[src/rtl/jtag_master_pkg.sv]
// Shared encodings for the JTAG scan master: command opcodes, FSM states, reset sequence length.
package jtag_master_pkg;

  localparam logic [1:0] OP_RESET = 2'd0;
  localparam logic [1:0] OP_IR    = 2'd1;
  localparam logic [1:0] OP_DR    = 2'd2;
  localparam logic [1:0] OP_IDLE  = 2'd3;

  localparam int RESET_TMS_CYCLES = 6;

  typedef enum logic [3:0] {
    ST_IDLE,
    ST_TLR_SEQ,
    ST_SEL_DR,
    ST_SEL_IR,
    ST_CAPTURE,
    ST_SHIFT,
    ST_EXIT1,
    ST_UPDATE,
    ST_RUN,
    ST_DONE
  } jtag_state_e;

endpackage

[src/rtl/jtag_scan_master_tck_gen.sv]
// TCK divider: low phase then high phase, each HALF_PERIOD clk; strobes mark the clk before each edge.
module jtag_tck_gen #(
  parameter int HALF_PERIOD = 1
) (
  input  logic clk,
  input  logic rst,
  input  logic en,
  input  logic clr,
  output logic tck,
  output logic rise,
  output logic fall
);

  localparam int CW = (HALF_PERIOD > 1) ? $clog2(HALF_PERIOD) : 1;

  logic [CW-1:0] cnt;
  logic          phase_end;

  assign phase_end = (cnt == '0);

  always_ff @(posedge clk) begin
    if (rst || clr) begin
      tck <= 1'b0;
      cnt <= CW'(HALF_PERIOD - 1);
    end else if (en) begin
      if (phase_end) begin
        tck <= ~tck;
        cnt <= CW'(HALF_PERIOD - 1);
      end else begin
        cnt <= cnt - CW'(1);
      end
    end
  end

  assign rise = en && !clr && phase_end && !tck;
  assign fall = en && !clr && phase_end && tck;

endmodule

[src/rtl/jtag_scan_master.sv]
// Host-side JTAG sequencer: RESET / IR scan / DR scan / idle clocks from Run-Test/Idle, LSB first.
// Optional trst_n output enabled by defining JTAG_SCAN_MASTER_TRST_EN.
//
// state      | meaning
// IDLE       | waiting for a command, tck held low
// TLR_SEQ    | TMS 1,1,1,1,1,0 to force Test-Logic-Reset then Run-Test/Idle
// SEL_DR     | TMS=1, RTI -> Select-DR
// SEL_IR     | TMS=1, Select-DR -> Select-IR (IR scans only)
// CAPTURE    | two TMS=0 cycles: -> Capture, Capture -> Shift
// SHIFT      | one cycle per bit, TMS=1 on the last
// EXIT1      | TMS=1, Exit1 -> Update
// UPDATE     | TMS=0, Update -> Run-Test/Idle
// RUN        | idle TCK cycles with TMS=0; also the zero-length path
// DONE       | one-clk response, ready for the next command
module jtag_scan_master
  import jtag_master_pkg::*;
#(
  parameter int MAX_LEN     = 8,
  parameter int HALF_PERIOD = 1,
  parameter int LEN_W       = $clog2(MAX_LEN + 1)
) (
  input  logic               clk,
  input  logic               rst,
  input  logic               cmd_valid,
  output logic               cmd_ready,
  input  logic [1:0]         cmd_op,
  input  logic [LEN_W-1:0]   cmd_len,
  input  logic [MAX_LEN-1:0] cmd_data,
  output logic               rsp_valid,
  output logic [MAX_LEN-1:0] rsp_data,
  output logic               busy,
  output logic               tck,
  output logic               tms,
  output logic               tdi,
`ifdef JTAG_SCAN_MASTER_TRST_EN
  output logic               trst_n,
`endif
  input  logic               tdo
);

  localparam int CNT_W = (LEN_W < 3) ? 3 : LEN_W;

  jtag_state_e        state, state_nxt;
  logic [CNT_W-1:0]   cnt, cnt_nxt;
  logic               is_ir, is_ir_nxt;
  logic [LEN_W-1:0]   len_r, len_nxt, len_c;
  logic [MAX_LEN-1:0] data_r, data_nxt, rsp_r, rsp_nxt;
  logic               tms_r, tms_nxt, tdi_r, tdi_nxt;
  logic               tck_en, rise, fall;

  assign len_c = (cmd_len > LEN_W'(MAX_LEN)) ? LEN_W'(MAX_LEN) : cmd_len;

  // RUN with a zero count must not toggle tck
  assign tck_en = (state inside {ST_TLR_SEQ, ST_SEL_DR, ST_SEL_IR, ST_CAPTURE,
                                 ST_SHIFT, ST_EXIT1, ST_UPDATE})
                  || (state == ST_RUN && cnt != '0);

  jtag_tck_gen #(.HALF_PERIOD(HALF_PERIOD)) u_tck_gen (
    .clk  (clk),
    .rst  (rst),
    .en   (tck_en),
    .clr  (!tck_en),
    .tck  (tck),
    .rise (rise),
    .fall (fall)
  );

  always_ff @(posedge clk) begin
    if (rst) begin
      state  <= ST_IDLE;
      cnt    <= '0;
      is_ir  <= 1'b0;
      len_r  <= '0;
      data_r <= '0;
      rsp_r  <= '0;
      tms_r  <= 1'b1;
      tdi_r  <= 1'b0;
    end else begin
      state  <= state_nxt;
      cnt    <= cnt_nxt;
      is_ir  <= is_ir_nxt;
      len_r  <= len_nxt;
      data_r <= data_nxt;
      rsp_r  <= rsp_nxt;
      tms_r  <= tms_nxt;
      tdi_r  <= tdi_nxt;
    end
  end

  always_comb begin
    state_nxt = state;
    cnt_nxt   = cnt;
    is_ir_nxt = is_ir;
    len_nxt   = len_r;
    data_nxt  = data_r;
    rsp_nxt   = rsp_r;
    tms_nxt   = tms_r;
    tdi_nxt   = tdi_r;
    case (state)
      ST_IDLE, ST_DONE: begin
        if (state == ST_DONE) state_nxt = ST_IDLE;
        if (cmd_valid) begin
          len_nxt   = len_c;
          data_nxt  = cmd_data;
          rsp_nxt   = '0;
          tdi_nxt   = 1'b0;
          is_ir_nxt = (cmd_op == OP_IR);
          if (cmd_op == OP_RESET) begin
            state_nxt = ST_TLR_SEQ;
            cnt_nxt   = CNT_W'(RESET_TMS_CYCLES - 1);
            tms_nxt   = 1'b1;
          end else if (len_c == '0) begin
            state_nxt = ST_RUN;
            cnt_nxt   = '0;
          end else if (cmd_op == OP_IDLE) begin
            state_nxt = ST_RUN;
            cnt_nxt   = CNT_W'(len_c);
            tms_nxt   = 1'b0;
          end else begin
            state_nxt = ST_SEL_DR;
            tms_nxt   = 1'b1;
          end
        end
      end
      ST_TLR_SEQ: if (fall) begin
        if (cnt == '0) state_nxt = ST_DONE;
        else begin
          cnt_nxt = cnt - CNT_W'(1);
          tms_nxt = (cnt != CNT_W'(1));
        end
      end
      ST_SEL_DR: if (fall) begin
        if (is_ir) state_nxt = ST_SEL_IR;
        else begin
          state_nxt = ST_CAPTURE;
          cnt_nxt   = CNT_W'(1);
          tms_nxt   = 1'b0;
        end
      end
      ST_SEL_IR: if (fall) begin
        state_nxt = ST_CAPTURE;
        cnt_nxt   = CNT_W'(1);
        tms_nxt   = 1'b0;
      end
      ST_CAPTURE: if (fall) begin
        if (cnt != '0) cnt_nxt = '0;
        else begin
          state_nxt = ST_SHIFT;
          cnt_nxt   = CNT_W'(len_r);
          tms_nxt   = (len_r == LEN_W'(1));
          tdi_nxt   = data_r[0];
          data_nxt  = data_r >> 1;
        end
      end
      ST_SHIFT: begin
        // captured bits enter at the top and are right-aligned after the last one
        if (rise) rsp_nxt = {tdo, rsp_r[MAX_LEN-1:1]};
        if (fall) begin
          if (cnt == CNT_W'(1)) begin
            state_nxt = ST_EXIT1;
            tms_nxt   = 1'b1;
            tdi_nxt   = 1'b0;
            rsp_nxt   = rsp_r >> (LEN_W'(MAX_LEN) - len_r);
          end else begin
            cnt_nxt  = cnt - CNT_W'(1);
            tms_nxt  = (cnt == CNT_W'(2));
            tdi_nxt  = data_r[0];
            data_nxt = data_r >> 1;
          end
        end
      end
      ST_EXIT1: if (fall) begin
        state_nxt = ST_UPDATE;
        tms_nxt   = 1'b0;
      end
      ST_UPDATE: if (fall) state_nxt = ST_DONE;
      ST_RUN: begin
        if (cnt == '0) state_nxt = ST_DONE;
        else if (fall) begin
          if (cnt == CNT_W'(1)) state_nxt = ST_DONE;
          else cnt_nxt = cnt - CNT_W'(1);
        end
      end
      default: state_nxt = ST_IDLE;
    endcase
  end

  assign cmd_ready = (state == ST_IDLE) || (state == ST_DONE);
  assign busy      = ~cmd_ready;
  assign rsp_valid = (state == ST_DONE);
  assign rsp_data  = rsp_r;
  assign tms       = tms_r;
  assign tdi       = tdi_r;

`ifdef JTAG_SCAN_MASTER_TRST_EN
  assign trst_n = !(state == ST_TLR_SEQ && cnt >= CNT_W'(RESET_TMS_CYCLES - 2));
`endif

endmodule

[config.mk]
export PLATFORM = sky130hd
export DESIGN_NAME = jtag_scan_master
export DESIGN_NICKNAME = d
export VERILOG_FILES = /design/src/rtl/jtag_master_pkg.sv /design/src/rtl/jtag_scan_master_tck_gen.sv /design/src/rtl/jtag_scan_master.sv
export SDC_FILE = /design/constraint.sdc
export NUM_CORES = 1
export LEC_CHECK = 0
export BUFFER_PORTS_ARGS = -buffer_cell sky130_fd_sc_hd__buf_4
export CAP_MARGIN = 40
export CELL_PAD_IN_SITES_DETAIL_PLACEMENT = 1
export CELL_PAD_IN_SITES_GLOBAL_PLACEMENT = 1
export CORE_ASPECT_RATIO = 1.25
export CORE_MARGIN = 3
export CORE_UTILIZATION = 43
export DETAILED_ROUTE_END_ITERATION = 10
export GPL_ROUTABILITY_DRIVEN = 0
export PLACE_DENSITY = 0.83
export SETUP_SLACK_MARGIN = 0.1
export SLEW_MARGIN = 25
export SYNTH_ARGS = -nofsm -noshare
export SYNTH_HDL_FRONTEND = slang
export SYNTH_SLANG_ARGS = --single-unit
[constraint.sdc]
create_clock -name clk -period 2.7 [get_ports clk]
set_clock_uncertainty 0.15 [all_clocks]
set_input_delay 0.135 -clock clk [delete_from_list [all_inputs] [get_ports clk]]
set_output_delay 0.135 -clock clk [all_outputs]
set_load 0.01 [all_outputs]
==> results of run 1 <==
==> cell type report <==
class,count,share of cell area
Multi-Input combinational cell,278,0.602
Sequential cell,32,0.204
Timing Repair Buffer,47,0.114
Tap cell,82,0.0326
Clock buffer,6,0.0231
Inverter,11,0.0131
Clock inverter,2,0.0111
==> cells by family (layout without fill, tap and decap cells) <==
| kind of cell | Yosys count | after routing |
|---|---|---|
| compound gates | 107 | 107 |
| xor+xnor | 6 | 6 |
| fa+ha+maj | 6 | 6 |
| buf+inv | 38 | 66 |
| flops | 32 | 32 |
| mux | 23 | 23 |
| simple gates | 136 | 136 |
==> through the flow <==
stage          setup slack (ns)   util
5_1_grt                   0.120  0.530
6_report                  0.317  0.530
4_1_cts                   0.235  0.526
3_5_place_dp              0.283  0.504
3_3_place_gp              0.295  0.504
2_1_floorplan             0.284      -
==> what timing repair did <==
action	4_1_cts	5_1_grt
gates resized for setup	0	5
endpoints found under the hold margin	2	0
setup endpoints to repair	0	13
hold buffers	2	0
==> routing by layer <==
metal | global-route usage | part of all wire
met1 | 0.274 | 0.41
met2 | 0.438 | 0.52
met3 | 0.0382 | 0.038
met4 | 0.115 | 0.036
met5 | 0 | 0
==> state kept, by name, summed over array words and instances, names as in the netlist <==
signal / count
cnt: 4
data_r: 8
is_ir: 1
len_r: 4
rsp_data: 8
state: 4
tdi: 1
tms: 1
u_tck_gen.tck: 1
==> power groups by stage <==
stage | logic [mW] | registers (mW) | clock network [mW]
2_1_floorplan | 1.32 | 0.662 | 0
6_report | 1.73 | 0.761 | 0.470
4_1_cts | 1.71 | 0.750 | 0.478
3_5_place_dp | 1.69 | 0.759 | 0
3_3_place_gp | 1.64 | 0.751 | 0
5_1_grt | 1.92 | 0.784 | 0.494
==> cell usage in the layout, fill, tap and decap left out, types with 3 or more instances in the layout <==
cell type  Yosys  final
inv_1         10     10
or2_1          3      3
nor2b_1        7      7
nand2_1       22     22
a21oi_1       26     26
a22oi_1        6      6
xor2_1         3      3
mux2_2         3      3
mux2i_1       19     19
o21ai_1        5      5
o211ai_1       5      5
ha_1           6      6
nand3b_1       5      5
o21ai_0       14     14
nor4_1         4      3
nand4_1        3      3
o31ai_1        5      5
clkbuf_8       0      5
nor2_1        42     42
nor3b_1        4      3
a211oi_1      13     13
nand2b_1       9      9
dfxtp_1       32     30
nor3_1        17     17
nand3_1        5      5
buf_4          4     45
a221oi_1       5      5
o21bai_1       3      3
==> critical path, delay by kind of cell, from the launching register on <==
kind	cells	cell delay, ns
xor+xnor	1	0.29
flops	1	0.47
mux	1	0.36
compound gates	3	0.42
fa+ha+maj	1	0.31
simple gates	1	0.12
buf+inv	1	0.12
==> worst max path at each step <==
stage,to,slack (ns),depth (start not counted)
floorplan,rsp_data[2],0.28,9
global placement,cnt[2],0.29,7
detailed placement,rsp_data[2],0.28,8
CTS,data_r[1],0.23,6
global route,data_r[3],0.12,6
finish,rsp_data[2],0.32,8
==> impl_results.md, run 1 <==
* Status: finished, final reports clean
* Total gr overflow at 0
* Sequential cell area at 643 µm²
* Arr. time, crit path at 2.39 ns
* Fin crit period at 2.38 ns
* Top_reg_cell synth: dfxtp_1
* # rows at 31
* DRC Markers at 0
* ANT cells at 0
* Peak Freq at 420 MHz
* RSZ-0062 raised after global routing: no
* Combinational share of power at 0.585
* Placed Area at 2990 µm²
* Syn_nets at 372
* Share of layout cells above drive strength 1 at 0.210
* Synth Register Bits at 32
* CTS H-Tree Depth at 2
* Crit path max-delay cell type: dfxtp_1
* Port-buffer cells at 31
* Top post-synthesis cells by area: dfxtp_1 24%, mux2i_1 7.1%, nor2_1 5.9%
* Most common cell in the netlist: nor2_1
* Async SR Flop Fraction at 0
* CTS Buf Count at 5
* CP max FO at 9
* Setup_tns at 0 ns
* Worst hold path class: in -> reg
* WL per Instance at 18.3 µm
* Detailed router's first-iteration violation count at 142
* Final Net Count at 399
* FILL cells at 751
* Final setup viols at 0
* Sequential power share at 0.257
* Largest net degree at the start of global routing at 37
* Final Cell Area at 3150 µm²
* Sw Share at 0.462
* WP data required at 2.71 ns
* Hold Crit Start: cmd_op[0]
* Layout area overhead at 17.1%
* Main combinational cell family by area after synthesis: compound AO/OA/AOI/OAI gates
* Leakage at 1.14 nW
* Hold slack final at 0.0265 ns
* Initial antenna violation count at 0
* Worst R2R Start: len_r[1]
* Placed instance count at 448
* Drt total wl at 8.39 mm
* Post-CTS setup buffers at 0
* Library cells used by synthesis at 69
* Worst path cell trace: inv_1 -> ha_1 -> xor2_4 -> mux2_1 -> nor2_1 -> a2111oi_2 -> a211oi_1 -> a211oi_2
* Clock root buffer: clkbuf_8
* Pwr Density at 942 nW/µm²
* Commonest cells post-synth: 42 x nor2_1, 32 x dfxtp_1, 26 x a21oi_1
* Die H at 94.4 µm
* Synth warn at 0
* Max cap viols at 0
* Die Wd at 76.7 µm
* Startpoint types: flip-flop
* Crit share post-route at 0.883
* Pwr Total at 2.96 mW
* Final ANT Viol Nets at 0
* Reg2Reg Setup Slack at 0.32 ns
* Worst-Skew Late Latency at 0.30 ns
* Vias in the first global route at 2860
* Post-synthesis sequential area ratio at 0.239
* Final cell count without fillers at 458
* Clock network power share at 0.159
* Core ar. at 5930 µm²
* Max-slew violation count at 0
* Initial Util at 0.452
* Clock Tree Buf Depth at 2
* Avg Vias per Cell at 6.06
* Post-synth EDFFs at 0
* Area of the multi-input gates at 1890 µm²
* Clk slew on worst S/H paths at 0.08 ns
* Kind of critical path: reg -> reg
* Slew @ Worst Pin at 0.551 ns
* Simple logic cell fraction of the synthesized area at 0.271
* Boundary Pins at 32
* Crit end category: flip-flop
* CTS sink cnt at 32
* CTS tree: done
* Synth area leader: dfxtp_1
* NetSw at 1.37 mW
* Hold depth at 3
* Drt first pass iters at 4
* Synth top area share at 0.239
* First-pass GRT wire length at 14.0 mm
* Hold Vio Cnt, Final at 0
* Slowest Stage Delay on Critical Path at 0.47 ns
* Synth Area in Compound Gates at 0.288
* Crit. Startpoint: len_r[1]
* Worst rel slew slack at 0.630
* Syn Std Cell Area at 2690 µm²
* Gr usage total at 0.240
* P_int at 1.59 mW
* Max IR drop VDD at 439 µV
* Hold Path End: is_ir
* Die area at 7230 µm²
* DP Wirelength at 6.04 mm
* DR vias at 2774
* Synth Area per Inst at 7.72 µm²
* Reg2reg path depth at 8
* Mux share of post-synthesis cell area at 0.0876
* Fraction of the mapped netlist area in adder cells at 0.0280
* Gate Count Post-Synth at 348
* R2R Path End: rsp_data[2]
* Post-Synth XOR/XNOR Area at 0.0224
Note: power is estimated with default switching activity, not from simulation.
==> inputs of run 2 (changes only) <==
--- a/config.mk
+++ b/config.mk
@@ -14,7 +14,7 @@
 export CORE_UTILIZATION = 43
 export DETAILED_ROUTE_END_ITERATION = 10
 export GPL_ROUTABILITY_DRIVEN = 0
-export PLACE_DENSITY = 0.83
+export PLACE_DENSITY = 0.87
 export SETUP_SLACK_MARGIN = 0.1
 export SLEW_MARGIN = 25
 export SYNTH_ARGS = -nofsm -noshare
==> impl_results.md, run 2 (synthesized netlist as in run 1, its figures left out) <==
* Avg Vias per Cell at 6.16
* Placed instance count at 450
* Kind of critical path: reg -> reg
* Most frequent cells in the layout: 47 x buf_4, 42 x nor2_1, 29 x dfxtp_1
* Crit share post-route at 0.888
* Drt first pass iters at 4
* Initial Util at 0.452
* WP data required at 2.75 ns
* Hold Vio Cnt, Final at 0
* Final ANT Viol Nets at 0
* DP Wirelength at 6.26 mm
* Pwr Density at 922 nW/µm²
* Max-slew violation count at 0
* Worst hold path class: in -> reg
* Final Net Count at 401
* First-pass GRT wire length at 14.0 mm
* Gr usage total at 0.241
* Die Wd at 76.7 µm
* Initial antenna violation count at 0
* Total gr overflow at 0
* CTS sink cnt at 32
* Max IR drop VDD at 562 µV
* Sw Share at 0.481
* CTS tree: done
* FILL cells at 765
* Detailed router's first-iteration violation count at 131
* Max cap viols at 0
* Worst-Skew Late Latency at 0.29 ns
* Share of layout cells above drive strength 1 at 0.220
* Crit end category: flip-flop
* Status: finished, final reports clean
* Clock Tree Buf Depth at 2
* Slew @ Worst Pin at 0.520 ns
* Port-buffer cells at 31
* Clk slew on worst S/H paths at 0.08 ns
* Arr. time, crit path at 2.45 ns
* Die H at 94.4 µm
* DR vias at 2833
* RSZ-0062 raised after global routing: no
* Sequential power share at 0.269
* Core Util, Final at 0.528
* Drt total wl at 8.50 mm
* Die area at 7230 µm²
* Final cell count without fillers at 460
* Clock network power share at 0.136
* Layout area overhead at 16.8%
* P_int at 1.50 mW
* CTS H-Tree Depth at 2
* WL per Instance at 18.5 µm
* CP max FO at 16
* Leakage at 1.14 nW
* Hold slack final at 0.0282 ns
* Clock root buffer: clkbuf_8
* ANT cells at 0
* Fin crit period at 2.40 ns
* Combinational share of power at 0.595
* # rows at 31
* DRC Markers at 0
* Peak Freq at 417 MHz
* Largest net degree at the start of global routing at 37
* Setup_tns at 0 ns
* Boundary Pins at 32
* CTS Buf Count at 5
* Worst rel slew slack at 0.653
* NetSw at 1.39 mW
* Final setup viols at 0
* Startpoint types: flip-flop
* Core ar. at 5930 µm²
* Vias in the first global route at 2845
* Commonest non-fill, non-tap cell in the layout: buf_4
==> run 2: metrics by stage <==
stage,setup WS [ns],instance area (µm²),power [mW]
2_1_floorplan,0.284,2690,1.99
3_3_place_gp,0.364,3010,2.39
3_5_place_dp,0.312,3010,2.45
4_1_cts,0.277,3120,2.86
5_1_grt,0.125,3140,3.11
6_report,0.303,3140,2.89
==> run 2: timing repair <==
item,CTS,global route
endpoints found under the setup margin,0,5
buffers inserted,0,0
hold buffers,2,0
gates resized for setup,0,6
endpoints found under the hold margin,2,0
==> run 2: cell type report <==
cell class / count / area, µm² / area share
repair buffers: 49 / 373 / 0.119
flip-flops and latches: 32 / 644 / 0.206
clock buffers: 5 / 68.8 / 0.0219
multi-input cells: 278 / 1880 / 0.600
well taps: 82 / 103 / 0.0327
clock inverters: 3 / 23.8 / 0.00758
inverters: 11 / 41.3 / 0.0132
==> run 2: critical path, cell delays in order, from the launching register on <==
cell and delay [ns]:
dfxtp_1 0.65, nand2b_1 0.28, nand4_1 0.20, a22oi_2 0.25
a21boi_4 0.42, nor2_1 0.09, a211oi_1 0.26
==> run 2: power groups by stage <==
stage               combinational (mW)  clock [mW]  sequential [mW]
floorplan                         1.32           0            0.662
global placement                  1.62           0            0.764
detailed placement                1.68           0            0.773
CTS                               1.70       0.400            0.763
global route                      1.88       0.424            0.797
finish                            1.72       0.393            0.779
==> run 2: worst paths after layout <==
check	slack, ns	from	cells past startpoint	to
min reg2reg	0.33	tdi	2	tdi
max reg2reg	0.30	state[3]	6	data_r[1]
min	0.03	cmd_data[6]	3	data_r[6]
max	0.30	state[3]	6	data_r[1]
==> run 2: routing by layer <==
metal | global-route usage | share of wire | up-vias
met5 | 0 | 0 | -
met4 | 0.122 | 0.036 | 0
met3 | 0.0334 | 0.036 | 25
met2 | 0.443 | 0.52 | 85
met1 | 0.272 | 0.40 | 1395
li1 | - | - | 1328
==> inputs of run 3 (changes only) <==
--- a/config.mk
+++ b/config.mk
@@ -14,6 +14,7 @@
 export CORE_UTILIZATION = 43
 export DETAILED_ROUTE_END_ITERATION = 10
 export GPL_ROUTABILITY_DRIVEN = 0
+export MAX_ROUTING_LAYER = met4
 export PLACE_DENSITY = 0.87
 export SETUP_SLACK_MARGIN = 0.1
 export SLEW_MARGIN = 25
==> constraint.sdc (replaced) <==
create_clock -name clk -period 2.5 [get_ports clk]
set_clock_uncertainty 0.15 [all_clocks]
set_input_delay 0.125 -clock clk [delete_from_list [all_inputs] [get_ports clk]]
set_output_delay 0.125 -clock clk [all_outputs]
set_load 0.01 [all_outputs]
==> impl_results.md, run 3 (synthesized netlist as in run 1, its figures left out) <==
* Layout area overhead at 20.6%
* CTS sink cnt at 32
* Placed Area at 3020 µm²
* Crit path max-delay cell type: or3b_1
* Detailed router's first-iteration violation count at 130
* Core Util, Final at 0.546
* Clock root buffer: clkbuf_8
* Avg Vias per Cell at 6.07
* Final Net Count at 405
* First-pass GRT wire length at 14.0 mm
* Leakage at 1.18 nW
* DR vias at 2816
* CTS tree: done
* Clock Tree Buf Depth at 2
* DP Wirelength at 6.13 mm
* ANT cells at 0
* Status: finished, final reports clean
* Max cap viols at 0
* Boundary Pins at 32
* Drt first pass iters at 4
* Final setup viols at 0
* Total gr overflow at 0
* Critical path's top delay family: compound AO/OA/AOI/OAI gates
* DRC Markers at 0
* Gr usage total at 0.245
* Vias in the first global route at 2873
* Reg2Reg Setup Slack at 0.18 ns
* CTS H-Tree Depth at 2
* Commonest non-fill, non-tap cell in the layout: buf_4
* WP data required at 2.52 ns
* Worst-Skew Late Latency at 0.30 ns
* Setup_tns at 0 ns
* Port-buffer cells at 31
* Crit end category: flip-flop
* Worst hold path class: in -> reg
* RSZ-0062 raised after global routing: no
* WL per Instance at 18.6 µm
* Slowest Stage Delay on Critical Path at 0.42 ns
* Pwr Density at 1050 nW/µm²
* Kind of critical path: reg -> reg
* Startpoint types: flip-flop
* Die H at 94.4 µm
* Most frequent cells in the layout: 50 x buf_4, 42 x nor2_1, 29 x dfxtp_1
* Worst rel slew slack at 0.680
* Initial antenna violation count at 0
* Peak Freq at 431 MHz
* Arr. time, crit path at 2.34 ns
* Die area at 7230 µm²
* Pwr Total at 3.41 mW
* # rows at 31
* Share of layout cells above drive strength 1 at 0.233
* CTS Buf Count at 5
* Drt total wl at 8.64 mm
* Clk slew on worst S/H paths at 0.08 ns
* Final ANT Viol Nets at 0
* Initial Util at 0.452
* Core ar. at 5930 µm²
* Bufs and invs on worst path at 1
* Die Wd at 76.7 µm
* Worst path cell trace: inv_1 -> ha_1 -> or3b_1 -> o21ai_2 -> a21oi_2 -> o2111ai_4 -> mux2i_1 -> nor2_1
* Max IR drop VDD at 478 µV
* Hold Vio Cnt, Final at 0
* Largest net degree at the start of global routing at 37
* Fin crit period at 2.32 ns
* Crit share post-route at 0.927
* Slew @ Worst Pin at 0.477 ns
* Max-slew violation count at 0
* Final Cell Area at 3240 µm²
* CP max FO at 7
==> run 3: final timing paths <==
path / from / to / cells past startpoint
setup / recovery: cnt[1] / cnt[3] / 8
hold / removal: cmd_op[0] / is_ir / 3
hold reg to reg: rsp_data[0] / rsp_data[0] / 2
setup reg to reg: cnt[1] / cnt[3] / 8
==> run 3: worst reg2reg max path, stage by stage, from the launching register on <==
cell       delay (ns)
dfxtp_1          0.33
inv_1            0.13
ha_1             0.23
or3b_1           0.42
o21ai_2          0.21
a21oi_2          0.10
o2111ai_4        0.32
mux2i_1          0.24
nor2_1           0.05
==> run 3: cell type report <==
| class | instances | area (µm²) |
|---|---|---|
| Clock buffer | 7 | 96.3 |
| Clock inverter | 1 | 30.0 |
| Fill cell | 748 | 2700 |
| Inverter | 11 | 41.3 |
| Multi-Input combinational cell | 278 | 1910 |
| Sequential cell | 32 | 647 |
| Tap cell | 82 | 103 |
| Timing Repair Buffer | 53 | 415 |
==> run 3: metrics by stage <==
stage          setup WS [ns]  std cells  hold WS [ns]
2_1_floorplan          0.172        348         0.111
3_3_place_gp           0.105        451         0.225
4_1_cts                0.143        461        0.0158
6_report               0.182        464        0.0223
5_1_grt               0.0509        464        0.0534
3_5_place_dp          0.0898        451         0.238
==> run 3: what timing repair did <==
item	in CTS	in global routing
buffers inserted	0	3
endpoints found under the hold margin	2	0
setup endpoints to repair	2	14
gates resized for setup	2	8
hold buffers	2	0
pin swaps	0	4
==> run 3: report_power, final <==
| part | switching [mW] | internal (mW) | total (mW) | leakage [nW] |
|---|---|---|---|---|
| Clock | 0.218 | 0.352 | 0.570 | 0.0645 |
| Combinational | 1.16 | 0.870 | 2.03 | 0.854 |
| Sequential | 0.172 | 0.638 | 0.810 | 0.263 |
| Total | 1.55 | 1.86 | 3.41 | 1.18 |
==> run 3: routing by layer <==
layer | routed length [µm] | part of all wire | vias up | global-route usage
li1 | - | - | 1341 | -
met1 | 3580 | 0.41 | 1361 | 0.269
met2 | 4390 | 0.51 | 89 | 0.435
met3 | 345 | 0.040 | 25 | 0.0267
met4 | 320 | 0.037 | 0 | 0.131
met5 | 0 | 0 | - | -
